## src/rtl/cond_eval_pipe.sv

```systemverilog
`default_nettype none
// ============================================================================
// Module   : cond_eval_pipe
// Purpose  : Pipelined multi-mode condition evaluator (MOVZ/MOVN, branches,
//            set-less-than) with stall/flush and a saturating taken counter.
// Revision : 1.0 - initial release
// ============================================================================
module cond_eval_pipe #(
  parameter int WIDTH   = 32,
  parameter int LATENCY = 1,
  parameter int CNT_W   = 16
) (
  input  logic             clk,
  input  logic             reset,
  input  logic             in_valid,
  input  logic             stall,
  input  logic             flush,
  input  logic [3:0]       mode,
  input  logic [WIDTH-1:0] a,
  input  logic [WIDTH-1:0] b,
  input  logic             cnt_clr,
  output logic             out_valid,
  output logic             cond,
  output logic             illegal,
  output logic [CNT_W-1:0] taken_cnt
);

  localparam logic [3:0] c_mode_eqz = 4'd0;
  localparam logic [3:0] c_mode_nez = 4'd1;
  localparam logic [3:0] c_mode_eq  = 4'd2;
  localparam logic [3:0] c_mode_ne  = 4'd3;
  localparam logic [3:0] c_mode_lez = 4'd4;
  localparam logic [3:0] c_mode_gtz = 4'd5;
  localparam logic [3:0] c_mode_ltz = 4'd6;
  localparam logic [3:0] c_mode_gez = 4'd7;
  localparam logic [3:0] c_mode_lt  = 4'd8;
  localparam logic [3:0] c_mode_ltu = 4'd9;

  localparam logic [CNT_W-1:0] c_cnt_max = '1;

  logic w_a_zero;
  logic w_a_neg;
  logic w_cond;
  logic w_illegal;
  logic w_consume;

  // Index 0 is stage 1; index LATENCY-1 drives the outputs.
  logic [LATENCY-1:0] r_vld;
  logic [LATENCY-1:0] r_cond;
  logic [LATENCY-1:0] r_ill;
  logic [CNT_W-1:0]   r_cnt;

  assign w_a_zero = (a == '0);
  assign w_a_neg  = a[WIDTH-1];

  always_comb begin
    w_cond    = 1'b0;
    w_illegal = 1'b0;
    case (mode)
      c_mode_eqz: w_cond = w_a_zero;
      c_mode_nez: w_cond = ~w_a_zero;
      c_mode_eq:  w_cond = (a == b);
      c_mode_ne:  w_cond = (a != b);
      c_mode_lez: w_cond = w_a_neg | w_a_zero;
      c_mode_gtz: w_cond = ~w_a_neg & ~w_a_zero;
      c_mode_ltz: w_cond = w_a_neg;
      c_mode_gez: w_cond = ~w_a_neg;
      c_mode_lt:  w_cond = ($signed(a) < $signed(b));
      c_mode_ltu: w_cond = (a < b);
      default:    w_illegal = 1'b1;
    endcase
  end

  // Stage 1 captures only unstalled, unflushed input; empty stages carry zeros.
  always_ff @(posedge clk or negedge reset) begin
    if (!reset) begin
      r_vld[0]  <= 1'b0;
      r_cond[0] <= 1'b0;
      r_ill[0]  <= 1'b0;
    end else if (flush) begin
      r_vld[0]  <= 1'b0;
      r_cond[0] <= 1'b0;
      r_ill[0]  <= 1'b0;
    end else if (!stall) begin
      r_vld[0]  <= in_valid;
      r_cond[0] <= in_valid & w_cond;
      r_ill[0]  <= in_valid & w_illegal;
    end
  end

  for (genvar gi = 1; gi < LATENCY; gi++) begin : g_stage
    always_ff @(posedge clk or negedge reset) begin
      if (!reset) begin
        r_vld[gi]  <= 1'b0;
        r_cond[gi] <= 1'b0;
        r_ill[gi]  <= 1'b0;
      end else if (flush) begin
        r_vld[gi]  <= 1'b0;
        r_cond[gi] <= 1'b0;
        r_ill[gi]  <= 1'b0;
      end else if (!stall) begin
        r_vld[gi]  <= r_vld[gi-1];
        r_cond[gi] <= r_cond[gi-1];
        r_ill[gi]  <= r_ill[gi-1];
      end
    end
  end

  // A result is counted once, on the edge where it is actually consumed.
  assign w_consume = r_vld[LATENCY-1] & r_cond[LATENCY-1] & ~stall & ~flush;

  always_ff @(posedge clk or negedge reset) begin
    if (!reset) begin
      r_cnt <= '0;
    end else if (cnt_clr) begin
      r_cnt <= '0;
    end else if (w_consume && (r_cnt != c_cnt_max)) begin
      r_cnt <= r_cnt + 1'b1;
    end
  end

  assign out_valid = r_vld[LATENCY-1];
  assign cond      = r_cond[LATENCY-1];
  assign illegal   = r_ill[LATENCY-1];
  assign taken_cnt = r_cnt;

endmodule
`default_nettype wire

```

## config.mk

```make
export PLATFORM = sky130hd
export DESIGN_NAME = cond_eval_pipe
export DESIGN_NICKNAME = d
export VERILOG_FILES = /design/src/rtl/cond_eval_pipe.sv
export SDC_FILE = /design/constraint.sdc
export NUM_CORES = 1
export LEC_CHECK = 0
export ABC_AREA = 1
export CORE_MARGIN = 8
export CORE_UTILIZATION = 40
export DETAILED_ROUTE_END_ITERATION = 10
export PLACE_DENSITY = 0.86
export SKIP_CTS_REPAIR_TIMING = 1
export SLEW_MARGIN = 0
export SYNTH_ARGS = -nofsm -noshare
export SYNTH_HDL_FRONTEND = slang
export SYNTH_SLANG_ARGS = --single-unit
```

## constraint.sdc

```tcl
create_clock -name clk -period 1.8 [get_ports clk]
set_clock_uncertainty 0.2 [all_clocks]
set_input_delay 0.18 -clock clk [delete_from_list [all_inputs] [get_ports clk]]
set_output_delay 0.18 -clock clk [all_outputs]
set_load 0.05 [all_outputs]
```

==> results_dict.tcl <==
set metrics [dict create \
    outcome "finished, violations left" \
    violations "setup timing" \
    hold_ws_ns 0.04480 \
    routed_wl_um 8706 \
    yosysSeqAreaShare_pct 20.98 \
    cts.sinks 19 \
    worst_pin_slew_ns 0.3778 \
    internal_power_uw 903.2 \
    antenna_cells 0 \
    cp_data_required_time_ns 1.76 \
    ys_warn_count 0 \
    final_antenna_net_count 0 \
    detail_route.iter0.violations 125 \
    crit_fanout 2 \
    netlist_instances 355 \
    antenna_found_initial 0 \
    via_per_inst 5.176 \
    clock_path_buffers 2 \
    drive_gt1_share_pct 37.45 \
    dieArea_mm2 0.008329 \
    seq_area_um2 480.5 \
    end_kind "register" \
    p_leak_uw 0.002272 \
    grt_max_degree 20 \
    synth.net_count 462 \
    grt_pass1_wl_um 11710 \
    gr-usage-met1_pct 17.58 \
    clock_latency_ns 0.26 \
    port_buffers 92 \
    hold_violations 0 \
    dp_hpwl_um 6025 \
    initial_core_util_pct 41.15 \
    cts.clk_slew.worst_paths_ns 0.08 \
    synth-simple-area-share_pct 35.62 \
    syn_area_per_cell_um2 6.383 \
    path_class "input pin to register" \
    max_slew_margin_pct 74.58 \
    ys_types 32 \
    fin_crit_ns 1.995 \
    grt_pass1_vias 2747 \
    cts_tree "built" \
    finalWorstSetupSlack_ns -0.1954 \
    p_seq_share_pct 32.0 \
    timing.fmax_mhz 501.2 \
    clkPwrFrac_pct 22.7 \
    final_nets 594 \
    globalRouteTotalUtil_pct 16.21 \
    max-vdd-ir-drop_v 0.0002477 \
    synth_xor_area_share_pct 1.933 \
    dieHeight_um 91.27 \
    remaining_drc_errors 0 \
    syn_area_mm2 0.002266 \
    rsz0062_at_grt "yes" \
    startpoint_type "input pin" \
    met2_usage_pct 31.26 \
    drt_pass1_iterations 4 \
    synth-adder-area-share_pct 18.22 \
    pin_count 93 \
    final.period_utilization_pct 110.9 \
    synth_seq_cells 19 \
    power_density_mw_per_mm2 319.0 \
    synth_top_family_by_area "simple AND/OR/NAND/NOR gates" \
    arrival_ns 1.96 \
    multi_input_area_mm2 0.002088 \
    core_mm2 0.005507 \
    cts_root_buffer "clkbuf_8" \
    placementRows 27 \
    synth_mux_area_share_pct 0 \
    die_x_um 91.27 \
    synth-compound-area-share_pct 11.43 \
    grt_busiest_layer "met2" \
    fillers 363 \
    p_sw_uw 446.0 \
    setup_viol 11 \
    reg2reg_from "taken_cnt[0]$_DFFE_PN0P_" \
    hold_path_class "input pin to async pin" \
    met3_usage_pct 3.539 \
    via_count 2888 \
    netSwitchingFraction_pct 33.06 \
    slew_violations 0 \
    pwr-share-comb_pct 45.3 \
    cts_buffers 3 \
    dp_worst_setup_slack_ns -0.5365 \
    maxCapViolations 0 \
    gr-total-overflow 0 \
    syn2layout_area_growth_pct 86.64 \
    gp_congestion 0.8568 \
    htreeDepth 1 \
    startpoint "a[13]" \
    r2r_slack_ns -0.09 \
    post_drt_wl_per_cell_um 15.60 \
]
[power groups by stage]
stage               combinational (uW)  sequential (uW)  clock [uW]
detailed placement                 459              440           0
CTS                                461              432         307
finish                             611              431         307
floorplan                          192              449           0
global route                       674              432         327
global placement                   442              440           0
[registers in the layout (all words and copies together) (netlist names)]
| name | count |
|---|---|
| taken_cnt | 16 |
| cond | 1 |
| illegal | 1 |
| out_valid | 1 |
[worst max-delay path: stages]
cell and delay, ns:
clkdlybuf4s50_1 0.49, ha_4 0.31, nand2_2 0.06, nor2_4 0.12, nand2_2 0.07, nor2_2 0.12
nand2_1 0.07, nand2_1 0.07, nand3_1 0.08, nor2_1 0.10, nand2_1 0.06, nor2_1 0.08
nand2_1 0.05, nand2_1 0.05, nand2_1 0.04
[cell usage in the layout (no fill, tap or decap), types with 5 or more instances in the layout]
master / synthesis / layout
xor2_1: 5 / 5
a21oi_2: 1 / 7
inv_1: 62 / 37
a21oi_1: 22 / 16
nor2_1: 58 / 43
nand2_1: 91 / 71
nand2_4: 3 / 6
nand2_2: 2 / 18
clkdlybuf4s50_1: 0 / 31
ha_1: 33 / 6
dfrtp_1: 19 / 15
nor3_1: 5 / 5
nand3_1: 16 / 14
inv_2: 3 / 27
buf_4: 0 / 51
nor2_2: 1 / 12
dlymetal6s2s_1: 0 / 42
ha_4: 0 / 27
[Yosys cell counts, drive strengths merged]
master,n,area [um^2]
buf,1,15.01
nand4,2,12.51
o31ai,4,30.03
nand3,18,107.6
nor3,6,41.29
a32o,1,10.01
o21ai,11,55.05
o21a,3,22.52
nor2,59,224.0
inv,66,252.7
a21o,1,7.510
a21oi,23,118.9
dfrtp,19,475.5
ha,33,412.9
o21bai,1,7.510
nor4,2,12.51
nand2,96,387.9
and3,2,13.77
a211oi,1,7.510
xor2,5,43.79
nor3b,1,7.510
[cell type report]
class                      count  area share [%]
clock buffer                   3          0.9763
tap                           72           2.130
inverter                      66           6.154
timing repair buffer         128           29.88
clock inverter                 1          0.1183
sequential                    19           11.36
multi-input combinational    269           49.38
[layer usage]
layer  wire, um  vias to the layer above
li1           -                     1399
met1       3390                     1372
met2       4711                       99
met3        451                       18
met4        151                        0
met5          0                        -
[path summary, 6_finish.rpt]
path | end | cells after the start
worst max-delay path | cond$_DFFE_PN0P_ | 15
worst min-delay path | taken_cnt[2]$_DFFE_PN0P_ | 2
max in group asynchronous | taken_cnt[1]$_DFFE_PN0P_ | 2
worst max register to register | taken_cnt[6]$_DFFE_PN0P_ | 12
worst min register to register | taken_cnt[3]$_DFFE_PN0P_ | 1
min in group clk | taken_cnt[3]$_DFFE_PN0P_ | 1
[cells by family (layout without fill, tap and decap cells)]
| group | count (synthesis) | count (layout) |
|---|---|---|
| DFF | 19 | 19 |
| adders and majority gates | 33 | 33 |
| and+or+nand+nor | 186 | 186 |
| AOI/OAI and AO/OA | 45 | 45 |
| xor gates and xnor gates | 5 | 5 |
| buffers and inverters | 67 | 198 |
[per-stage QoR]
stage / util, % / instance area [um^2] / setup TNS (ns) / instances / total power [uW]
after floorplan: - / 2295 / -1.827 / 355 / 640.5
after global placement: 63.12 / 3476 / -0.5836 / 549 / 882.1
after detailed placement: 63.12 / 3476 / -0.7776 / 549 / 898.8
after CTS: 63.96 / 3522 / -0.4309 / 553 / 1200
after global routing: 76.80 / 4229 / -2.031 / 558 / 1432
final: 76.80 / 4229 / -0.6406 / 558 / 1349
Power figures use the tool's default switching activity.
